File: config.mk
export PLATFORM = sky130hd
export DESIGN_NAME = pe_residue_scheduler
export DESIGN_NICKNAME = d
export VERILOG_FILES = /design/src/rtl/pe_residue_scheduler.sv
export SDC_FILE = /design/constraint.sdc
export NUM_CORES = 1
export LEC_CHECK = 0
export BUFFER_PORTS_ARGS = -buffer_cell sky130_fd_sc_hd__buf_4
export CAP_MARGIN = 15
export CORE_MARGIN = 2
export CORE_UTILIZATION = 52
export CTS_BUF_LIST = sky130_fd_sc_hd__clkbuf_4
export CTS_CLUSTER_SIZE = 30
export DETAILED_ROUTE_END_ITERATION = 7
export PLACE_DENSITY = 0.79
export SETUP_SLACK_MARGIN = 0.2
export SLEW_MARGIN = 20
export SYNTH_ARGS = -nofsm -noshare
export SYNTH_HDL_FRONTEND = slang
export SYNTH_SLANG_ARGS = --single-unit
File: constraint.sdc
create_clock -name clk -period 3.2 [get_ports clk]
set_input_delay 0.16 -clock clk [delete_from_list [all_inputs] [get_ports clk]]
set_output_delay 0.16 -clock clk [all_outputs]
set_load 0.02 [all_outputs]
File: src/rtl/pe_residue_scheduler.sv
// Shares one accumulate/threshold unit among NUM_REQ partial-sum producers and
// keeps per-neuron membrane residue between timesteps.
module pe_residue_scheduler #(
    parameter int WIDTH       = 8,
    parameter int THRESHOLD   = 64,
    parameter int NUM_REQ     = 4,
    parameter int NUM_NEURONS = 4,
    localparam int NID_W      = (NUM_NEURONS > 1) ? $clog2(NUM_NEURONS) : 1
) (
    input  logic                       clk,
    input  logic                       rst_n,
    input  logic [NUM_REQ-1:0]         req_valid,
    input  logic [NUM_REQ*WIDTH-1:0]   req_data,
    input  logic [NUM_REQ*NID_W-1:0]   req_nid,
    output logic [NUM_REQ-1:0]         req_ready,
    input  logic                       clear,
    output logic                       spk_valid,
    input  logic                       spk_ready,
    output logic                       spk_out,
    output logic [NID_W-1:0]           spk_nid,
    output logic [WIDTH-1:0]           res_out,
    output logic                       busy
);
    localparam int RR_W = (NUM_REQ > 1) ? $clog2(NUM_REQ) : 1;
    localparam logic [1:0] IDLE = 2'd0;
    localparam logic [1:0] CALC = 2'd1;
    localparam logic [1:0] EMIT = 2'd2;
    localparam logic [WIDTH:0] SAT_MAX = {1'b0, {WIDTH{1'b1}}};
    // A threshold at or above the saturation ceiling can never be exceeded.
    localparam logic [WIDTH:0] THR = (THRESHOLD >= (2**WIDTH)) ? SAT_MAX : (WIDTH+1)'(THRESHOLD);

    logic [1:0]                        state;
    logic [RR_W-1:0]                   rr;
    logic                              clear_pending;
    logic [NUM_NEURONS-1:0][WIDTH-1:0] residue;
    logic [WIDTH-1:0]                  lat_data;
    logic [NID_W-1:0]                  lat_nid;

    logic            found;
    logic [RR_W-1:0] gnt_idx;
    logic [RR_W-1:0] idx;
    logic [RR_W-1:0] rr_next;
    logic            idle_clear;
    logic            take;
    logic [WIDTH-1:0] sel_data;
    logic [NID_W-1:0] sel_nid;

    always_comb begin
        found   = 1'b0;
        gnt_idx = '0;
        idx     = '0;
        for (int k = 0; k < NUM_REQ; k++) begin
            idx = RR_W'((int'(rr) + k) % NUM_REQ);
            if (!found && req_valid[idx]) begin
                found   = 1'b1;
                gnt_idx = idx;
            end
        end
    end

    assign idle_clear = clear | clear_pending;
    assign take       = (state == IDLE) && !idle_clear && found;
    assign req_ready  = take ? (NUM_REQ'(1) << gnt_idx) : '0;
    assign rr_next    = (gnt_idx == RR_W'(NUM_REQ-1)) ? '0 : gnt_idx + 1'b1;
    assign sel_data   = req_data[int'(gnt_idx)*WIDTH +: WIDTH];
    assign sel_nid    = req_nid[int'(gnt_idx)*NID_W +: NID_W];
    assign busy       = (state != IDLE);

    logic [WIDTH:0]   sum;
    logic [WIDTH:0]   sat;
    logic [WIDTH:0]   diff;
    logic             fire;
    logic [WIDTH-1:0] new_res;

    always_comb begin
        sum     = {1'b0, residue[lat_nid]} + {1'b0, lat_data};
        sat     = sum[WIDTH] ? SAT_MAX : sum;
        fire    = (sat > THR);
        diff    = sat - THR;
        new_res = fire ? diff[WIDTH-1:0] : sat[WIDTH-1:0];
    end

    always_ff @(posedge clk or negedge rst_n) begin
        if (!rst_n) begin
            state         <= IDLE;
            rr            <= '0;
            clear_pending <= 1'b0;
            residue       <= '0;
            lat_data      <= '0;
            lat_nid       <= '0;
            spk_valid     <= 1'b0;
            spk_out       <= 1'b0;
            spk_nid       <= '0;
            res_out       <= '0;
        end else begin
            // A clear during an in-flight request is deferred until IDLE.
            if (clear && state != IDLE) clear_pending <= 1'b1;
            case (state)
                IDLE: begin
                    if (idle_clear) begin
                        residue       <= '0;
                        clear_pending <= 1'b0;
                    end else if (found) begin
                        lat_data <= sel_data;
                        lat_nid  <= sel_nid;
                        rr       <= rr_next;
                        state    <= CALC;
                    end
                end
                CALC: begin
                    residue[lat_nid] <= new_res;
                    spk_out          <= fire;
                    spk_nid          <= lat_nid;
                    res_out          <= new_res;
                    spk_valid        <= 1'b1;
                    state            <= EMIT;
                end
                EMIT: begin
                    if (spk_ready) begin
                        spk_valid <= 1'b0;
                        state     <= IDLE;
                    end
                end
                default: state <= IDLE;
            endcase
        end
    end
endmodule
==> results.json <==
{
  "status": "completed",
  "drt_iter0_markers": 177,
  "synth_sequential_area_ratio": 0.439,
  "drtPass1Iterations": 5,
  "insertion_delay_ns": 0.42,
  "die-area_um2": 7130,
  "leakage_nw": 2.06,
  "grt_max_degree": 60,
  "maxSlewViolCount": 0,
  "fin_crit_ns": 3.11,
  "finalHoldViolCount": 0,
  "power.density_nw_per_um2": 1100,
  "worst_pin_slew_ns": 0.854,
  "hp-class": "primary input to flip-flop",
  "dp.cells": 453,
  "grt_antenna_before_repair": 0,
  "initial_core_util": 0.533,
  "rsz0062_at_grt": "yes",
  "routabilityCongestion": 0.952,
  "cp_max_fo": 3,
  "diodes": 0,
  "grt_pass1_wl_um": 13200,
  "dp_hpwl_um": 5550,
  "htree_levels": 3,
  "synthDistinctLibCells": 54,
  "avgSynthCellArea_um2": 10.6,
  "skew_ns": 0.0181,
  "pin_count": 65,
  "area_delta_synth_final_pct": 27.9,
  "synth-compound-area-share": 0.140,
  "path_class": "flip-flop to flip-flop",
  "async_flop_share": 1.00,
  "chipHeight_um": 84.5,
  "drive_gt1_frac": 0.360,
  "grt_overflow": 0,
  "synth_area_leaders": "dfrtp_1, mux2i_1, nand2_1",
  "core.rowCount": 29,
  "synth-edff-count": 0,
  "synthFlopType": "dfrtp_1",
  "ir_drop_mv": 0.649,
  "port-buffer-count": 64,
  "grt_util_all_layers": 0.236,
  "core_area_um2": 6310,
  "cts_tree": "built",
  "layout.cells.non_filler": 477,
  "synth_top_family_by_area": "multiplexers",
  "synth_top_cell_by_area": "dfrtp_1",
  "holdPathStages": 4,
  "synth_seq_cells": 59,
  "vias": 2743,
  "cp-end-kind": "flip-flop",
  "syn_nets": 378,
  "worstRegToRegCells": 8,
  "final_nets": 456,
  "clock.fmax_ghz": 0.321,
  "wl_per_cell_um": 16.9,
  "yosys.area.top_type_share": 0.439,
  "die_x_um": 84.5,
  "crit_required_ns": 3.51,
  "postLayoutCoreUtil": 0.682,
  "fin_crit_sh": 0.973,
  "wirelength_um": 8060,
  "synthesis.area_um2": 3370,
  "cts_root_buf": "clkbuf_4",
  "synth-xor-area-share": 0.0104,
  "setup.worst_path.start_class": "flip-flop",
  "clockBufferDepth": 2,
  "drv_cap": 0,
  "setup_violations": 0,
  "via_per_inst": 5.75,
  "synthCells": 317,
  "synth_common_cells": "dfrtp_1, nand2_1, mux2i_1, o21ai_0, nor2_1",
  "yosys_warnings": 0,
  "synthAdderAreaFrac": 0.0506,
  "cts_sinks": 59,
  "relSlewSlack": 0.430,
  "ant_nets": 0,
  "design_power_total_mw": 4.75,
  "synth_mux_area_frac": 0.186,
  "synth-simple-area-share": 0.136,
  "r2r_setup_slack_ns": 0.09,
  "cts_made_buffers": 9,
  "grt_pass1_vias": 2775,
  "clk_pin_slew_ns": 0.12,
  "drc": 0,
  "arrival_ns": 3.43,
  "post-synth-top-count-cell": "dfrtp_1"
}
[path summary, 6_finish.rpt]
check | start | endpoint
setup / recovery | lat_nid[0]$_DFFE_PN0P_ | spk_out$_DFFE_PN0P_
hold / removal | req_data[7] | lat_data[7]$_DFFE_PN0P_
setup reg to reg | lat_nid[0]$_DFFE_PN0P_ | spk_out$_DFFE_PN0P_
hold reg to reg | spk_nid[1]$_DFFE_PN0P_ | spk_nid[1]$_DFFE_PN0P_
max in group asynchronous | rst_n | residue[16]$_DFFE_PN0P_
min in group asynchronous | rst_n | residue[29]$_DFFE_PN0P_
[flip-flops by register name, summed over array words and instances, names as in the netlist]
register,flops
clear_pending,1
lat_data,8
lat_nid,2
res_out,8
residue,32
rr,2
spk_nid,2
spk_out,1
spk_valid,1
state,2
[through the flow]
stage               instance area (µm²)  setup WS [ns]  hold WS, ns  TNS (ns)
global route                       4300        -0.0187        0.187   -0.0187
finish                             4300         0.0869        0.161         0
floorplan                          3380          0.202       -0.136         0
global placement                   3950         0.0926        0.263         0
CTS                                4190          0.153        0.155         0
detailed placement                 3950         0.0197        0.272         0
[repair_timing]
| action | 4_1_cts | 5_1_grt |
|---|---|---|
| buffers inserted | 1 | 4 |
| endpoints found under the setup margin | 37 | 31 |
| pin swaps | 3 | 5 |
| endpoints found under the hold margin | 61 | 0 |
| gates resized for setup | 4 | 17 |
| hold buffers | 3 | 0 |
[cell families after synthesis]
| family | after synthesis |
|---|---|
| AOI/OAI and AO/OA | 67 |
| xor gates and xnor gates | 4 |
| adders and majority gates | 13 |
| buffers and inverters | 26 |
| DFF | 59 |
| muxes | 51 |
| and+or+nand+nor | 97 |
[routing by layer]
layer,vias up,part of all wire,GRT usage
met2,115,0.48,0.387
li1,1286,-,-
met3,18,0.073,0.0619
met1,1324,0.43,0.305
met4,0,0.021,0.0851
met5,-,0,0
[report_power, final]
| part | total (mW) | switching [mW] | internal [mW] |
|---|---|---|---|
| Sequential | 1.32 | 0.243 | 1.08 |
| Clock | 0.705 | 0.305 | 0.400 |
| Combinational | 2.72 | 1.49 | 1.24 |
[worst max-delay path: stages (launching register included)]
cell,delay [ns]
dfrtp_1,0.41
mux4_2,0.55
ha_4,0.19
fa_2,0.38
xor2_1,0.17
or3_1,0.38
or4_4,0.58
a2111oi_4,0.30
nor2_1,0.07
[area by class of cell]
| cell class | instances | area [µm²] |
|---|---|---|
| flip-flops and latches | 59 | 1480 |
| repair buffers | 85 | 653 |
| fillers | 482 | 2010 |
| multi-input cells | 232 | 1860 |
| clock inverters | 7 | 124 |
| well taps | 77 | 96.3 |
| clock buffers | 9 | 67.6 |
| inverters | 8 | 30.0 |
[cell usage in the layout, fill, tap and decap left out, types with 2 or more instances in the layout]
master / synthesis / routed
buf_4: 1 / 80
dfrtp_1: 59 / 59
nand2_1: 49 / 49
mux2i_1: 31 / 31
o21ai_0: 28 / 26
nor2_1: 17 / 17
mux2_2: 12 / 11
clkbuf_4: 0 / 9
inv_1: 8 / 8
a21oi_1: 9 / 8
mux4_2: 8 / 8
ha_1: 12 / 8
nand2b_1: 5 / 5
and2_1: 5 / 5
or2_2: 5 / 5
o21ai_1: 4 / 5
nor2b_1: 4 / 4
a32o_1: 4 / 4
a22o_1: 4 / 4
xor2_1: 3 / 3
bufinv_16: 0 / 3
dlygate4sd3_1: 0 / 3
nor4_1: 2 / 2
a21oi_4: 1 / 2
ha_2: 0 / 2
ha_4: 0 / 2
clkinv_4: 0 / 2
buf_6: 1 / 2
Power figures use the tool's default switching activity.
